## src/rtl/mips_pipe_pkg.sv

```systemverilog
// Shared types and constants for the MIPS pipeline fetch slice.
package mips_pipe_pkg;
  localparam int DATA_W = 32;
  localparam logic [DATA_W-1:0] PC_INC    = 32'd4;
  localparam logic [DATA_W-1:0] NOP_INSTR = 32'h0000_0000;

  typedef enum logic [1:0] {
    REQ   = 2'd0,
    HELD  = 2'd1,
    DRAIN = 2'd2
  } fetch_state_t;
endpackage

```

## src/rtl/fetch_stage_if.sv

```systemverilog
// Instruction-memory req/ack bus; fetch is master, memory is slave.
interface fetch_stage_if;
  import mips_pipe_pkg::*;

  logic              req;
  logic [DATA_W-1:0] addr;
  logic              ack;
  logic [DATA_W-1:0] rdata;

  modport master (output req, addr, input ack, rdata);
  modport slave  (input req, addr, output ack, rdata);
endinterface

```

## src/rtl/fetch_ifid_reg.sv

```systemverilog
// IF/ID pipeline register: stall holds, flush loads a bubble, otherwise load or bubble.
module fetch_ifid_reg
  import mips_pipe_pkg::*;
#(
  parameter logic [31:0] NOP_INSTR = mips_pipe_pkg::NOP_INSTR
) (
  input  logic              clk,
  input  logic              reset,
  input  logic              stall,
  input  logic              flush,
  input  logic              load,
  input  logic [DATA_W-1:0] instr,
  input  logic [DATA_W-1:0] pcplus4,
  output logic [DATA_W-1:0] instrD,
  output logic [DATA_W-1:0] pcplus4D,
  output logic              validD
);
  logic [DATA_W-1:0] instr_q, instr_d;
  logic [DATA_W-1:0] pcplus4_q, pcplus4_d;
  logic              valid_q, valid_d;

  always_comb begin
    instr_d   = instr_q;
    pcplus4_d = pcplus4_q;
    valid_d   = valid_q;
    if (!stall) begin
      if (load && !flush) begin
        instr_d   = instr;
        pcplus4_d = pcplus4;
        valid_d   = 1'b1;
      end else begin
        instr_d   = NOP_INSTR;
        pcplus4_d = '0;
        valid_d   = 1'b0;
      end
    end
  end

  always_ff @(posedge clk) begin
    if (reset) begin
      instr_q   <= NOP_INSTR;
      pcplus4_q <= '0;
      valid_q   <= 1'b0;
    end else begin
      instr_q   <= instr_d;
      pcplus4_q <= pcplus4_d;
      valid_q   <= valid_d;
    end
  end

  assign instrD   = instr_q;
  assign pcplus4D = pcplus4_q;
  assign validD   = valid_q;
endmodule

```

## src/rtl/fetch_stage.sv

```systemverilog
// MIPS IF stage: PC, variable-latency imem req/ack FSM and IF/ID register.
// Define FETCH_PERF_EN to add the perf_fetched/perf_bubbles/perf_flushes counters.
//
// state | meaning
// REQ   | request for pcF on the bus, waiting for ack
// HELD  | word fetched during a stall, parked in the buffer
// DRAIN | redirected while a request is in flight; waiting to discard its ack
module fetch_stage
  import mips_pipe_pkg::*;
#(
  parameter logic [31:0] RESET_PC  = 32'h0000_0000,
  parameter logic [31:0] NOP_INSTR = mips_pipe_pkg::NOP_INSTR
) (
  input  logic              clk,
  input  logic              reset,
  input  logic              stallF,
  input  logic              stallD,
  input  logic              pcsrcD,
  input  logic [DATA_W-1:0] pcbranchD,
  input  logic              jumpD,
  input  logic [DATA_W-1:0] pcjumpD,
  fetch_stage_if.master     imem,
`ifdef FETCH_PERF_EN
  output logic [31:0]       perf_fetched,
  output logic [31:0]       perf_bubbles,
  output logic [31:0]       perf_flushes,
`endif
  output logic [DATA_W-1:0] instrD,
  output logic [DATA_W-1:0] pcplus4D,
  output logic              validD
);
  fetch_state_t      state_q, state_d;
  logic [DATA_W-1:0] pc_q, pc_d;
  logic [DATA_W-1:0] redir_pc_q, redir_pc_d;
  logic [DATA_W-1:0] buf_instr_q, buf_instr_d;
  logic [DATA_W-1:0] buf_pcplus4_q, buf_pcplus4_d;
  logic              req_q, req_d;

  logic              hold, redirect, deliver;
  logic [DATA_W-1:0] target, pcplus4, dlv_instr, dlv_pcplus4;

  assign hold     = stallF | stallD;
  assign redirect = (pcsrcD | jumpD) & ~stallD;
  assign target   = pcsrcD ? pcbranchD : pcjumpD;
  assign pcplus4  = pc_q + PC_INC;

  always_comb begin
    state_d       = state_q;
    pc_d          = pc_q;
    redir_pc_d    = redir_pc_q;
    buf_instr_d   = buf_instr_q;
    buf_pcplus4_d = buf_pcplus4_q;
    deliver       = 1'b0;
    dlv_instr     = imem.rdata;
    dlv_pcplus4   = pcplus4;
    case (state_q)
      REQ: begin
        if (imem.ack) begin
          if (redirect) begin
            pc_d = target;
          end else if (hold) begin
            buf_instr_d   = imem.rdata;
            buf_pcplus4_d = pcplus4;
            state_d       = HELD;
          end else begin
            deliver = 1'b1;
            pc_d    = pcplus4;
          end
        end else if (redirect) begin
          redir_pc_d = target;
          state_d    = DRAIN;
        end
      end
      HELD: begin
        dlv_instr   = buf_instr_q;
        dlv_pcplus4 = buf_pcplus4_q;
        if (redirect) begin
          pc_d    = target;
          state_d = REQ;
        end else if (!hold) begin
          deliver = 1'b1;
          pc_d    = pcplus4;
          state_d = REQ;
        end
      end
      DRAIN: begin
        // A redirect in the ack cycle still wins over the older target.
        if (redirect) redir_pc_d = target;
        if (imem.ack) begin
          pc_d    = redirect ? target : redir_pc_q;
          state_d = REQ;
        end
      end
      default: state_d = REQ;
    endcase
    req_d = (state_d != HELD);
  end

  always_ff @(posedge clk) begin
    if (reset) begin
      state_q       <= REQ;
      pc_q          <= RESET_PC;
      redir_pc_q    <= '0;
      buf_instr_q   <= NOP_INSTR;
      buf_pcplus4_q <= '0;
      req_q         <= 1'b1;
    end else begin
      state_q       <= state_d;
      pc_q          <= pc_d;
      redir_pc_q    <= redir_pc_d;
      buf_instr_q   <= buf_instr_d;
      buf_pcplus4_q <= buf_pcplus4_d;
      req_q         <= req_d;
    end
  end

  assign imem.req  = req_q;
  assign imem.addr = pc_q;

  fetch_ifid_reg #(.NOP_INSTR(NOP_INSTR)) u_ifid (
    .clk      (clk),
    .reset    (reset),
    .stall    (stallD),
    .flush    (redirect),
    .load     (deliver),
    .instr    (dlv_instr),
    .pcplus4  (dlv_pcplus4),
    .instrD   (instrD),
    .pcplus4D (pcplus4D),
    .validD   (validD)
  );

`ifdef FETCH_PERF_EN
  logic [31:0] fetched_q, fetched_d, bubbles_q, bubbles_d, flushes_q, flushes_d;

  always_comb begin
    fetched_d = fetched_q + {31'd0, deliver & ~stallD};
    bubbles_d = bubbles_q + {31'd0, ~stallD & ~redirect & ~deliver};
    flushes_d = flushes_q + {31'd0, redirect};
  end

  always_ff @(posedge clk) begin
    if (reset) begin
      fetched_q <= '0;
      bubbles_q <= '0;
      flushes_q <= '0;
    end else begin
      fetched_q <= fetched_d;
      bubbles_q <= bubbles_d;
      flushes_q <= flushes_d;
    end
  end

  assign perf_fetched = fetched_q;
  assign perf_bubbles = bubbles_q;
  assign perf_flushes = flushes_q;
`endif
endmodule
```

## src/flat_wrapper.sv

```systemverilog
// flat-port wrapper written by rule: the top's interface ports become plain ports
module fetch_stage_flat import mips_pipe_pkg::*;
#(
  parameter logic [31:0] RESET_PC  = 32'h0000_0000,
  parameter logic [31:0] NOP_INSTR = mips_pipe_pkg::NOP_INSTR
)
  (clk, reset, stallF, stallD, pcsrcD, pcbranchD, jumpD, pcjumpD, instrD, pcplus4D, validD, imem_req, imem_addr, imem_ack, imem_rdata);
  fetch_stage_if imem_i ();
  input  logic clk;
  input  logic reset;
  input  logic stallF;
  input  logic stallD;
  input  logic pcsrcD;
  input  logic [DATA_W-1:0] pcbranchD;
  input  logic jumpD;
  input  logic [DATA_W-1:0] pcjumpD;
  output logic [DATA_W-1:0] instrD;
  output logic [DATA_W-1:0] pcplus4D;
  output logic validD;
  output wire logic [$bits(imem_i.req)-1:0] imem_req;
  output wire logic [$bits(imem_i.addr)-1:0] imem_addr;
  input wire logic [$bits(imem_i.ack)-1:0] imem_ack;
  input wire logic [$bits(imem_i.rdata)-1:0] imem_rdata;
  assign imem_req = imem_i.req;
  assign imem_addr = imem_i.addr;
  assign imem_i.ack = imem_ack;
  assign imem_i.rdata = imem_rdata;
  fetch_stage #(.RESET_PC(RESET_PC), .NOP_INSTR(NOP_INSTR)) u_core (.clk(clk), .reset(reset), .stallF(stallF), .stallD(stallD), .pcsrcD(pcsrcD), .pcbranchD(pcbranchD), .jumpD(jumpD), .pcjumpD(pcjumpD), .imem(imem_i), .instrD(instrD), .pcplus4D(pcplus4D), .validD(validD));
endmodule
```

## config.mk

```make
export PLATFORM = sky130hd
export DESIGN_NAME = fetch_stage_flat
export DESIGN_NICKNAME = d
export VERILOG_FILES = /design/src/rtl/mips_pipe_pkg.sv /design/src/rtl/fetch_stage_if.sv /design/src/rtl/fetch_ifid_reg.sv /design/src/rtl/fetch_stage.sv /design/src/flat_wrapper.sv
export SDC_FILE = /design/constraint.sdc
export NUM_CORES = 1
export LEC_CHECK = 0
export ABC_CLOCK_PERIOD_IN_PS = 2250
export CAP_MARGIN = 20
export CELL_PAD_IN_SITES_DETAIL_PLACEMENT = 2
export CELL_PAD_IN_SITES_GLOBAL_PLACEMENT = 2
export CORE_UTILIZATION = 29
export CTS_CLUSTER_SIZE = 40
export DETAILED_ROUTE_END_ITERATION = 6
export GPL_TIMING_DRIVEN = 0
export PLACE_DENSITY_LB_ADDON = 0.1
export SYNTH_ARGS = -nofsm -noshare
export SYNTH_HDL_FRONTEND = slang
export SYNTH_SLANG_ARGS = --single-unit
```

## constraint.sdc

```tcl
create_clock -name clk -period 2.25 [get_ports clk]
set_input_delay 0.45 -clock clk [delete_from_list [all_inputs] [get_ports clk]]
set_output_delay 0.45 -clock clk [all_outputs]
set_load 0.02 [all_outputs]
```

==> reports/summary.txt <==
Period minus WS final: 2190 ps
final core utilization: 0.405
post-synthesis sequential area ratio: 0.434
combinational power share: 0.163
drt pass-1 iters: 5
status: completed
critical path capture point: u_core.imem.addr[23]
Clock Sinks: 196
placed insts: 1751
worst path required time: 2600 ps
Ports: 201
clock group share of total power: 0.389
Avg Vias per Cell: 5.33
die area: 0.0319 sq mm
Detailed Place HPWL: 29300 um
NumNets Final: 1485
# DRC: 0
Synth Instances: 1156
DIE HEIGHT: 179 um
TritonCTS clock tree: yes
antenna cells: 0
Post-synth top flop: dfxtp_1
largest net degree at the start of global routing: 18
clock skew: 10.9 ps
post-route ant nets: 0
sw frac: 0.293
count of final setup violators: 0
H-tree depth: 4
count leader, synth: dfxtp_1
Site Rows: 64
Core Footprint: 0.0307 sq mm
WL final: 39100 um
vias in the first global route: 10100
switching power of the nets: 2.47 mW
GR Overflow Total: 0
Hold Crit Class: flop to flop
all-layer global routing usage: 0.250
area grow syn2layout: 37.3%
dpl ws: -910 ps
clk root buf: clkbuf_16
Flop pwr share: 0.448
top cells by count, synth: dfxtp_1, nand2_1, a21oi_1
Final Hold Fails: 0
Crit. End Element: flop
final instance area: 0.0124 sq mm
crit path from: jumpD
Cell Count, Final, Fillers Out: 1790
Seq cells post-synth: 196
Max FO, Critical Path: 10
Rel. slew slack: 0.398
fmax: 0.457 GHz
port bufs: 199
setup TNS: 0 ps
Pint: 5.94 mW
clock latency on the worst-skew pair: 450 ps
met1 Track Usage GR: 0.348
critical path type: input port to flop
WL/cell: 21.9 um
dpl cell area: 0.0115 sq mm
Die Width: 179 um
met3 Use GR: 0.0424
worst r2r src: u_core.state_q[1]
Synth Cell Area: 0.00905 sq mm
Worst Tran Pin Value: 903 ps
Max Cap Viol: 0
CTS clk-pin slew, worst paths: 80 ps
share of cells above drive strength 1: 0.0997
Min Hold Slack: 462 ps
initial antenna violation count: 1
first-pass GRT wire length: 59900 um
Starting Density: 0.295
Hold-fix buffers, CTS: 0
GP Congestion: 0.871
Design Power: 8.41 mW
PnR worst setup slack: 59.9 ps
syn_nets: 1260
fillcell total: 3455
R2R Setup Slk: 90 ps
Critical R2R Capture: u_core.imem.addr[15]
post-synth top area share: 0.434
Pins Over Slew Limit: 0
Worst setup SP type: input port
Syn. warnings: 0
Num CTS Buffers: 17
worst ir drop on vdd: 0.587 mV
Tcrit/Tclk final: 0.973
synthesized area per cell: 7.83 sq um
dominant cells by area after synthesis: dfxtp_1, a21oi_1, nand2_1
Critical Path AT: 2540 ps
RSZ-0062 raised after global routing: true
busiest grt layer: met2
PwrDens: 677 mW/mm^2
number of DRC markers in iteration 0: 495
clk buf depth: 2
Distinct cells, synth: 61
leading area contributor after synthesis: dfxtp_1
via count: 9546
Worst R2R Path Depth: 7
EDFF count, synth: 0
Async SR Flop Fraction: 0
leakage: 4.36 nW
M2 GR Usage: 0.401
[power groups by stage]
stage	logic [mW]	clock network, mW	registers (mW)
3_3_place_gp	1.29	0	3.84
5_1_grt	1.49	3.42	3.79
3_5_place_dp	1.32	0	3.85
6_report	1.37	3.27	3.77
2_1_floorplan	0.639	0	3.85
4_1_cts	1.35	3.32	3.77
[worst max-delay path, stage by stage]
cell and delay [ps]:
clkdlybuf4s50_1 510, or4b_4 580, and4_1 190, buf_2 200, buf_4 230, o21a_1 120, o32ai_1 250
[layout by cell type (no fill, tap or decap), types with 9 or more instances in the layout]
| cell | count |
|---|---|
| buf_4 | 18 |
| a211oi_1 | 53 |
| xor2_1 | 11 |
| clkbuf_16 | 17 |
| clkbuf_1 | 35 |
| clkdlybuf4s50_1 | 199 |
| dfxtp_1 | 194 |
| buf_2 | 19 |
| mux2i_1 | 21 |
| a31oi_1 | 10 |
| nand4_1 | 12 |
| nor3_1 | 16 |
| a21oi_1 | 151 |
| o21ai_0 | 34 |
| a22oi_1 | 26 |
| nand2_1 | 190 |
| nand3_1 | 25 |
| clkbuf_2 | 33 |
| inv_1 | 16 |
| a32oi_1 | 12 |
| o32ai_1 | 9 |
| nor2_1 | 146 |
| xnor2_1 | 16 |
[metal layers]
metal,up-vias,wire length (um)
met2,207,17900
met5,-,0
met4,0,578
met1,4769,18800
li1,4538,-
met3,32,1790
[final cells by class]
type	count	area, sq um	share of cell area
flip-flops and latches	196	3930	0.316
clock buffers	19	433	0.0348
repair buffers	209	2070	0.166
multi-input cells	842	4780	0.384
inverters	16	60.1	0.00483
plain buffers	99	489	0.0394
well taps	396	495	0.0399
clock inverters	13	176	0.0142
[worst min path at each step]
stage / start / endpoint / slack, ps / cells past startpoint
2_1_floorplan: u_core.buf_instr_q[0] / u_core.buf_instr_q[0] / 440 / 2
3_3_place_gp: u_core.buf_instr_q[21] / u_core.buf_instr_q[21] / 440 / 2
3_5_place_dp: u_core.buf_instr_q[30] / u_core.buf_instr_q[30] / 450 / 2
4_1_cts: u_core.buf_instr_q[4] / u_core.buf_instr_q[4] / 470 / 2
5_1_grt: u_core.buf_instr_q[4] / u_core.buf_instr_q[4] / 490 / 2
6_report: u_core.buf_instr_q[1] / u_core.buf_instr_q[1] / 460 / 2
[state kept, by name (all words and copies together), names as in the netlist]
signal,count
u_core.redir_pc_q,32
u_core.imem.addr,32
u_core.state_q,2
u_core.u_ifid.instrD,32
u_core.imem.req,1
u_core.buf_pcplus4_q,32
u_core.u_ifid.validD,1
u_core.buf_instr_q,32
u_core.u_ifid.pcplus4D,32
[cell families after synthesis]
group | after synthesis | share of synthesized area
AND/OR/NAND/NOR | 448 | 0.221
flip-flops | 196 | 0.434
AO/OA/AOI/OAI | 341 | 0.237
multiplexers | 24 | 0.0265
adder cells (fa/ha/maj) | 1 | 0.00138
XOR/XNOR | 28 | 0.0271
buffers and inverters | 118 | 0.0536
[timing repair]
action | CTS | global route
resized for setup | 46 | 48
buffers inserted | 7 | 3
pin swaps | 2 | 0
gates cloned | 0 | 0
endpoints found under the setup margin | 177 | 135
(Power assumes the default switching activity.)
